[src/rtl/cmp_pkg.sv]
// Shared types for the branch-condition compare path.
// Condition codes must match the condition-select mux encoding.
package cmp_pkg;

    typedef enum logic {
        ST_IDLE = 1'b0,
        ST_RUN  = 1'b1
    } state_e;

    localparam logic [1:0] COND_NE = 2'b00;
    localparam logic [1:0] COND_EQ = 2'b01;
    localparam logic [1:0] COND_LE = 2'b10;
    localparam logic [1:0] COND_GT = 2'b11;

    typedef struct packed {
        logic ne;
        logic eq;
        logic le;
        logic gt;
    } flags_t;

endpackage

[src/rtl/chunk_compare.sv]
// Combinational compare of one operand chunk.
// Signed only for the chunk holding the sign bit.
module chunk_compare #(
    parameter int CHUNK = 8
) (
    input  logic [CHUNK-1:0] a,
    input  logic [CHUNK-1:0] b,
    input  logic             is_signed_chunk,
    output logic             gt,
    output logic             eq
);

    always_comb begin
        eq = (a == b);
        if (is_signed_chunk) begin
            gt = ($signed(a) > $signed(b));
        end else begin
            gt = (a > b);
        end
    end

endmodule

[src/rtl/compare_flag_unit.sv]
// Iterative MSB-first comparator driving registered NE/EQ/LE/GT flags.
// Exits early on the first differing chunk; flags change only on done.
module compare_flag_unit
    import cmp_pkg::*;
#(
    parameter int WIDTH = 32,
    parameter int CHUNK = 8
) (
    input  logic             clk,
    input  logic             reset,
    input  logic             start,
    input  logic             clear,
    input  logic             is_signed,
    input  logic [WIDTH-1:0] A,
    input  logic [WIDTH-1:0] B,
    output logic             busy,
    output logic             done,
    output logic             flags_valid,
    output logic             NE,
    output logic             EQ,
    output logic             LE,
    output logic             GT
);

    localparam int NCHUNK = WIDTH / CHUNK;
    localparam int IW     = (NCHUNK > 1) ? $clog2(NCHUNK) : 1;
    localparam logic [IW-1:0] IDX_TOP = IW'(NCHUNK - 1);

    state_e           state_q, state_d;
    logic [IW-1:0]    idx_q, idx_d;
    logic [WIDTH-1:0] a_q, a_d;
    logic [WIDTH-1:0] b_q, b_d;
    logic             sgn_q, sgn_d;
    flags_t           flags_q, flags_d;
    logic             valid_q, valid_d;
    logic             done_q, done_d;

    logic [CHUNK-1:0] ch_a, ch_b;
    logic             ch_gt, ch_eq;

    assign ch_a = a_q[idx_q*CHUNK +: CHUNK];
    assign ch_b = b_q[idx_q*CHUNK +: CHUNK];

    chunk_compare #(
        .CHUNK(CHUNK)
    ) u_chunk (
        .a              (ch_a),
        .b              (ch_b),
        .is_signed_chunk(sgn_q && (idx_q == IDX_TOP)),
        .gt             (ch_gt),
        .eq             (ch_eq)
    );

    always_comb begin
        state_d = state_q;
        idx_d   = idx_q;
        a_d     = a_q;
        b_d     = b_q;
        sgn_d   = sgn_q;
        flags_d = flags_q;
        valid_d = valid_q;
        done_d  = 1'b0;
        if (clear) begin
            state_d = ST_IDLE;
            flags_d = '0;
            valid_d = 1'b0;
        end else begin
            unique case (state_q)
                ST_IDLE: begin
                    if (start) begin
                        a_d     = A;
                        b_d     = B;
                        sgn_d   = is_signed;
                        idx_d   = IDX_TOP;
                        state_d = ST_RUN;
                    end
                end
                ST_RUN: begin
                    if (!ch_eq) begin
                        flags_d = '{ne: 1'b1, eq: 1'b0,
                                    le: !ch_gt, gt: ch_gt};
                        done_d  = 1'b1;
                        valid_d = 1'b1;
                        state_d = ST_IDLE;
                    end else if (idx_q == '0) begin
                        flags_d = '{ne: 1'b0, eq: 1'b1,
                                    le: 1'b1, gt: 1'b0};
                        done_d  = 1'b1;
                        valid_d = 1'b1;
                        state_d = ST_IDLE;
                    end else begin
                        idx_d = idx_q - IW'(1);
                    end
                end
            endcase
        end
    end

    always_ff @(posedge clk or posedge reset) begin
        if (reset) begin
            state_q <= ST_IDLE;
            idx_q   <= '0;
            a_q     <= '0;
            b_q     <= '0;
            sgn_q   <= 1'b0;
            flags_q <= '0;
            valid_q <= 1'b0;
            done_q  <= 1'b0;
        end else begin
            state_q <= state_d;
            idx_q   <= idx_d;
            a_q     <= a_d;
            b_q     <= b_d;
            sgn_q   <= sgn_d;
            flags_q <= flags_d;
            valid_q <= valid_d;
            done_q  <= done_d;
        end
    end

    assign busy        = (state_q == ST_RUN);
    assign done        = done_q;
    assign flags_valid = valid_q;
    assign NE          = flags_q.ne;
    assign EQ          = flags_q.eq;
    assign LE          = flags_q.le;
    assign GT          = flags_q.gt;

endmodule

[config.mk]
export PLATFORM = sky130hd
export DESIGN_NAME = compare_flag_unit
export DESIGN_NICKNAME = d
export VERILOG_FILES = /design/src/rtl/cmp_pkg.sv /design/src/rtl/chunk_compare.sv /design/src/rtl/compare_flag_unit.sv
export SDC_FILE = /design/constraint.sdc
export NUM_CORES = 1
export LEC_CHECK = 0
export CELL_PAD_IN_SITES_DETAIL_PLACEMENT = 1
export CELL_PAD_IN_SITES_GLOBAL_PLACEMENT = 1
export CORE_ASPECT_RATIO = 0.9
export CORE_MARGIN = 5
export CORE_UTILIZATION = 46
export DETAILED_ROUTE_END_ITERATION = 16
export PLACE_DENSITY_LB_ADDON = 0.1
export SYNTH_ARGS = -nofsm -noshare
export SYNTH_HDL_FRONTEND = slang
export SYNTH_SLANG_ARGS = --single-unit
[constraint.sdc]
create_clock -name clk -period 7.6 [get_ports clk]
set_clock_uncertainty 0.05 [all_clocks]
set_input_delay 1.52 -clock clk [delete_from_list [all_inputs] [get_ports clk]]
set_output_delay 1.52 -clock clk [all_outputs]
set_load 0.01 [all_outputs]
==> summary.md, run 1 <==
| Metric | Value |
|---|---|
| Clk root buf | clkbuf_8 |
| Comb power frac | 25.2% |
| Height of the die | 95.86 um |
| Slowest-stage cell, CP | buf_4 |
| Hold Path Origin | b_q[19] |
| Multi-input gate area | 0.001737 mm2 |
| Reg2reg setup slack | 4.64 ns |
| Reg2Reg Depth | 7 |
| CP max FO | 65 |
| Final instance area | 0.004765 mm2 |
| Area delta synth->final | 26.47% |
| Vias in the first global route | 2486 |
| Number of synthesized register bits | 74 |
| Final worst-path cycle share | 45.91% |
| Detailed-route wire length | 7739 um |
| Slew Limit Headroom | 26.16% |
| Final Hold Viols | 0 |
| Largest net degree at the start of global routing | 75 |
| Clk pwr share | 29.9% |
| Worst-Margin Slew | 1.108 ns |
| Hold_buf cts | 0 |
| Max-slew violations | 0 |
| First-pass GRT wire length | 12850 um |
| Clock tree buffer depth | 2 |
| Sequential Power Share | 44.9% |
| Hold path cells | 1 |
| Antenna violations before repair | 0 |
| Post-synth net total | 317 |
| FF-to-FF Start | idx_q[0] |
| Final Non-Filler Cells | 419 |
| CTS H-tree depth | 3 |
| Drt first pass iters | 4 |
| Mapped Avg Cell Area | 15.83 um2 |
| Max VDD drop | 0.0001059 V |
| # nets final | 394 |
| Power Density | 232.8 mW/mm2 |
| IO buf count | 75 |
| Core box area | 0.008029 mm2 |
| Critical Path AT | 3.67 ns |
| Initial Utilization | 46.92% |
| Register Area | 0.001852 mm2 |
| Maximum achievable frequency | 286.6 MHz |
| Final Setup Violations | 0 |
| IO Pins | 76 |
| Post-CTS resize count | 0 |
| Startpoint Class | primary input |
| Reg2reg end | EQ |
| # DRC | 0 |
| Worst-Skew Late Latency | 0.35 ns |
| Detailed Route Iter0 Violations | 68 |
| CTS buffer count | 9 |
| Postcts setup bufs | 0 |
| Clock sinks | 74 |
| Die X | 105.4 um |
| Routed WL per cell | 18.47 um |
| Status | completed |
| Leakage | 2.091 nW |
| CP bufs+invs | 2 |
| Netlist cell types | 37 |
| Post-DRT Antenna Nets | 0 |
| Total track usage | 16.70% |
| Placement Cell Area | 0.004547 mm2 |
| Fill cells | 772 |
| Layout cells sized above 1 | 33.75% |
| Crit path required time | 7.78 ns |
| CP Capture Type | register |
| Worst path depth | 4 |
| # diodes | 0 |
| Vias | 2203 |
| NetSw | 287.5 uW |
| Crit Path Class | primary input to register |
| Gpl congestion | 0.7246 |
| Yosys Warn Count | 0 |
| Min-Delay Endpoint | b_q[19] |
| Net Sw Frac | 25.91% |
| Crit path max-delay family | buffers and inverters |
| RSZ-0062 raised after global routing | false |
| CTS tree | yes |
| Power Internal | 821.9 uW |
| DP HPWL | 5487 um |
| Full die area | 0.01010 mm2 |
| Hold/Removal Path Class | register to register |
| Max incr delay on CP | 0.81 ns |
| Post-synth design cell area | 0.003767 mm2 |
| Post-placement cell count | 403 |
| Worst path cell trace | clkdlybuf4s50_1 -> nor2_4 -> buf_4 -> mux2_2 |
| Syn Inst Count | 238 |
| Total global routing overflow | 0 |
| FP Rows | 31 |
| TNS Setup | 0 ns |
| Clk pin slew, worst setup/hold paths | 0.07 ns |
| DR vias/cell | 5.258 |
| Fin crit period | 3.489 ns |
| Register area share after synthesis | 49.15% |
| Max cap viols | 0 |
==> stage by stage <==
| step | hold slack (ns) | util (%) | total power, mW | setup WS [ns] |
|---|---|---|---|---|
| after CTS | 0.4640 | 59.34 | 1.125 | 4.133 |
| after global placement | 0.4348 | 56.63 | 0.7767 | 3.775 |
| after floorplan | 0.4252 | - | 0.6999 | 4.148 |
| final | 0.4578 | 59.34 | 1.109 | 4.111 |
| after global routing | 0.4724 | 59.34 | 1.171 | 4.047 |
| after detailed placement | 0.4431 | 56.63 | 0.7884 | 3.739 |
==> cell families (layout without fill, tap and decap cells) <==
family,after synthesis,in the layout,synth area share [%]
mux,82,82,34.24
flops,74,74,49.15
buf+inv,27,109,4.882
simple gates,26,26,4.517
compound gates,19,19,3.886
fa+ha+maj,10,10,3.321
==> area by class of cell <==
class	count	area share, %
Sequential cell	74	38.87
Clock buffer	9	2.600
Clock inverter	7	1.970
Timing Repair Buffer	79	16.39
Inverter	14	1.129
Multi-Input combinational cell	137	36.45
Tap cell	99	2.600
==> routing by layer <==
layer | vias to the layer above | part of all wire [%] | track usage, %
met4 | 0 | 0.81 | 4.590
met3 | 6 | 4.0 | 5.366
met5 | - | 0 | 0
met1 | 1125 | 46 | 21.04
li1 | 1023 | - | -
met2 | 49 | 49 | 27.97
==> flip-flops by register name, summed over array words and instances (netlist names) <==
| name | flops |
|---|---|
| flags_valid | 1 |
| sgn_q | 1 |
| a_q | 32 |
| NE | 1 |
| EQ | 1 |
| busy | 1 |
| idx_q | 2 |
| b_q | 32 |
| GT | 1 |
| done | 1 |
| LE | 1 |
==> cells in the final DEF, fill, tap and decap left out, types with 4 or more instances in the layout <==
cell type and instances:
mux2_2 15, a21oi_1 5, mux4_2 16, mux2_4 50
clkdlybuf4s50_1 75, dfrtp_1 74, nor2_1 8, inv_1 13
ha_1 10, buf_4 4, clkbuf_8 9
==> synthesized netlist by cell type, drive strengths merged <==
cell type   n  area, um2
clkbuf      1      3.750
o2bb2ai     1      8.760
o21ai       1      5.000
buf        12      127.6
ha         10      125.1
o211ai      1      7.510
a21o        1      7.510
nand2b      3      26.27
mux2       65      919.6
nand2       3      11.26
o21a        1      7.510
a211o       3      26.28
nand4bb     1      11.26
nor2b       1      6.260
mux4       16      360.4
nor3        1      5.000
o21ba       1      10.01
o31ai       1      21.27
a31o        1      8.760
dfrtp      74       1852
nand4       5      52.55
mux2i       1      10.01
nor4        1      6.260
a21oi       5      25.02
inv        14      52.55
nand3b      2      15.01
nor2        9      36.29
o22ai       1      6.260
a31oi       2      12.51
==> worst max-delay path by stage <==
stage	startpoint	to	slack [ns]
5_1_grt	clear	b_q[30]	4.05
2_1_floorplan	reset	EQ	4.15
4_1_cts	clear	a_q[1]	4.13
3_5_place_dp	clear	a_q[1]	3.74
6_report	clear	b_q[30]	4.11
3_3_place_gp	clear	b_q[28]	3.77
==> power by group through the flow <==
stage / Combinational, mW / Clock, mW / Sequential [mW]
after floorplan: 0.209 / 0 / 0.491
after global placement: 0.274 / 0 / 0.503
after detailed placement: 0.282 / 0 / 0.506
after CTS: 0.284 / 0.342 / 0.500
after global routing: 0.302 / 0.361 / 0.508
final: 0.279 / 0.332 / 0.499
==> worst register-to-register path, stage by stage (launching register included) <==
cell     delay (ns)
dfrtp_1        0.61
buf_4          0.36
mux4_2         0.60
ha_1           0.36
nand4_2        0.23
o31ai_4        0.35
mux2i_1        0.22
nor2_1         0.05
(Power assumes the default switching activity.)
==> inputs of run 2 (changes only) <==
--- a/config.mk
+++ b/config.mk
@@ -9,7 +9,7 @@
 export CELL_PAD_IN_SITES_GLOBAL_PLACEMENT = 1
 export CORE_ASPECT_RATIO = 0.9
 export CORE_MARGIN = 5
-export CORE_UTILIZATION = 46
+export CORE_UTILIZATION = 38
 export DETAILED_ROUTE_END_ITERATION = 16
 export PLACE_DENSITY_LB_ADDON = 0.1
 export SYNTH_ARGS = -nofsm -noshare
==> constraint.sdc (replaced) <==
create_clock -name clk -period 3.2 [get_ports clk]
set_clock_uncertainty 0.05 [all_clocks]
set_input_delay 0.64 -clock clk [delete_from_list [all_inputs] [get_ports clk]]
set_output_delay 0.64 -clock clk [all_outputs]
set_load 0.01 [all_outputs]
==> run 2 against run 1 <==
Via count about the same. Setup slack got worse by 3.6 ns. Combinational power increased by 140%. Largest power group unchanged.
==> summary.md, run 2 (synthesis results as in run 1) <==
| Metric | Value |
|---|---|
| Critical Path AT | 2.89 ns |
| Setup Slack @ Placement | 0.5076 ns |
| Hold/Removal Path Class | register to register |
| Fin crit period | 2.729 ns |
| Crit Path Class | register to register |
| Postcts setup bufs | 0 |
| Slowest-stage cell, CP | dfrtp_1 |
| Area delta synth->final | 28.93% |
| Vias in the first global route | 2549 |
| Max VDD drop | 0.0003661 V |
| Worst path cell trace | buf_4 -> mux4_2 -> ha_1 -> nand4_4 -> nor4_1 -> o2bb2ai_1 -> a21oi_1 |
| Clk pin slew, worst setup/hold paths | 0.08 ns |
| Largest net degree at the start of global routing | 44 |
| Commonest non-fill, non-tap cell in the layout | clkdlybuf4s50_1 |
| TNS Setup | 0 ns |
| Worst-Skew Late Latency | 0.35 ns |
| Total track usage | 14.24% |
| # DRC | 0 |
| Full die area | 0.01201 mm2 |
| FP Rows | 34 |
| Startpoint Class | register |
| Fin util | 50.08% |
| Gpl congestion | 0.7503 |
| Post-DRT Antenna Nets | 0 |
| First-pass GRT wire length | 13350 um |
| CTS tree | yes |
| Leakage | 2.124 nW |
| Hold_buf cts | 0 |
| Total global routing overflow | 0 |
| Reg2Reg Depth | 7 |
| CP max FO | 14 |
| Max-slew violations | 0 |
| Detailed-route wire length | 8036 um |
| CP Capture Type | register |
| Height of the die | 104.5 um |
| CTS H-tree depth | 3 |
| Hold Path Origin | b_q[27] |
| Hold path cells | 1 |
| Routed WL per cell | 17.90 um |
| Status | completed |
| Max incr delay on CP | 0.72 ns |
| Final worst-path cycle share | 85.28% |
| RSZ-0062 raised after global routing | false |
| Max cap viols | 0 |
| Crit path required time | 3.37 ns |
| # diodes | 0 |
| Final WS setup | 0.4711 ns |
| Fill cells | 979 |
| Register Area | 0.001852 mm2 |
| Slew Limit Headroom | 56.23% |
| Regs by FF count | a_q x32, b_q x32, idx_q x2 |
| FF-to-FF Start | idx_q[1] |
| Launch point of the worst path | idx_q[1] |
| Drt first pass iters | 4 |
| Core box area | 0.009699 mm2 |
| Most frequent cells in the layout | 75 x clkdlybuf4s50_1, 74 x dfrtp_1, 50 x mux2_4 |
| Antenna violations before repair | 0 |
| Initial Utilization | 38.84% |
| Final Hold Viols | 0 |
| Vias | 2202 |
| Post-CTS resize count | 0 |
| Clk root buf | clkbuf_8 |
| Power Density | 552.9 mW/mm2 |
| Multi-input gate area | 0.001737 mm2 |
| CTS buffer count | 9 |
| Worst-Margin Slew | 0.6558 ns |
| IO Pins | 76 |
| IO buf count | 75 |
| DP HPWL | 5904 um |
| Final Hold Slack | 0.4537 ns |
| Layout cells sized above 1 | 34.06% |
| Final Setup Violations | 0 |
| # nets final | 397 |
| Clock tree buffer depth | 2 |
| Detailed Route Iter0 Violations | 92 |
| Clock sinks | 74 |
| DR vias/cell | 4.904 |
| Maximum achievable frequency | 366.4 MHz |
| Die X | 115.0 um |
[run 2: final timing paths]
path / end / slack [ns]
min reg2reg: b_q[27] / 0.45
min in group asynchronous: b_q[21] / 0.64
max in group asynchronous: GT / 1.84
max: idx_q[1] / 0.47
max reg2reg: idx_q[1] / 0.47
min: b_q[27] / 0.45
[run 2: metrics by stage]
stage | power, mW | cells | cell area (um2)
after floorplan | 1.662 | 238 | 3767
after global placement | 1.868 | 433 | 4628
after detailed placement | 1.882 | 433 | 4628
after CTS | 2.727 | 449 | 4857
after global routing | 2.834 | 449 | 4857
final | 2.686 | 449 | 4857
[run 2: area by class of cell]
cell class                 count  share of cell area, %
inverter                      14                  1.108
timing repair buffer          82                  17.05
clock buffer                  12                  3.194
multi-input combinational    137                  35.75
clock inverter                 4                  1.520
tap                          126                  3.246
sequential                    74                  38.12
[run 2: metal layers]
layer / track usage (%) / share of wire (%) / up-vias
met5: 0 / 0 / -
met4: 4.526 / 1.4 / 0
met3: 4.363 / 4.6 / 12
met2: 20.95 / 46 / 46
met1: 20.04 / 48 / 1105
li1: - / - / 1039
[run 2: worst max-delay path, delay by kind of cell (launching register included)]
family	cells	cell delay [ns]
AND/OR/NAND/NOR	2	0.59
adder cells (fa/ha/maj)	1	0.37
multiplexers	1	0.32
flip-flops	1	0.72
buffers and inverters	1	0.29
AO/OA/AOI/OAI	2	0.25
[run 2: power breakdown]
part | switching, mW | leakage [nW] | internal [mW]
Combinational | 0.243 | 1.13 | 0.427
Sequential | 0.0934 | 0.877 | 1.09
Clock | 0.347 | 0.117 | 0.482
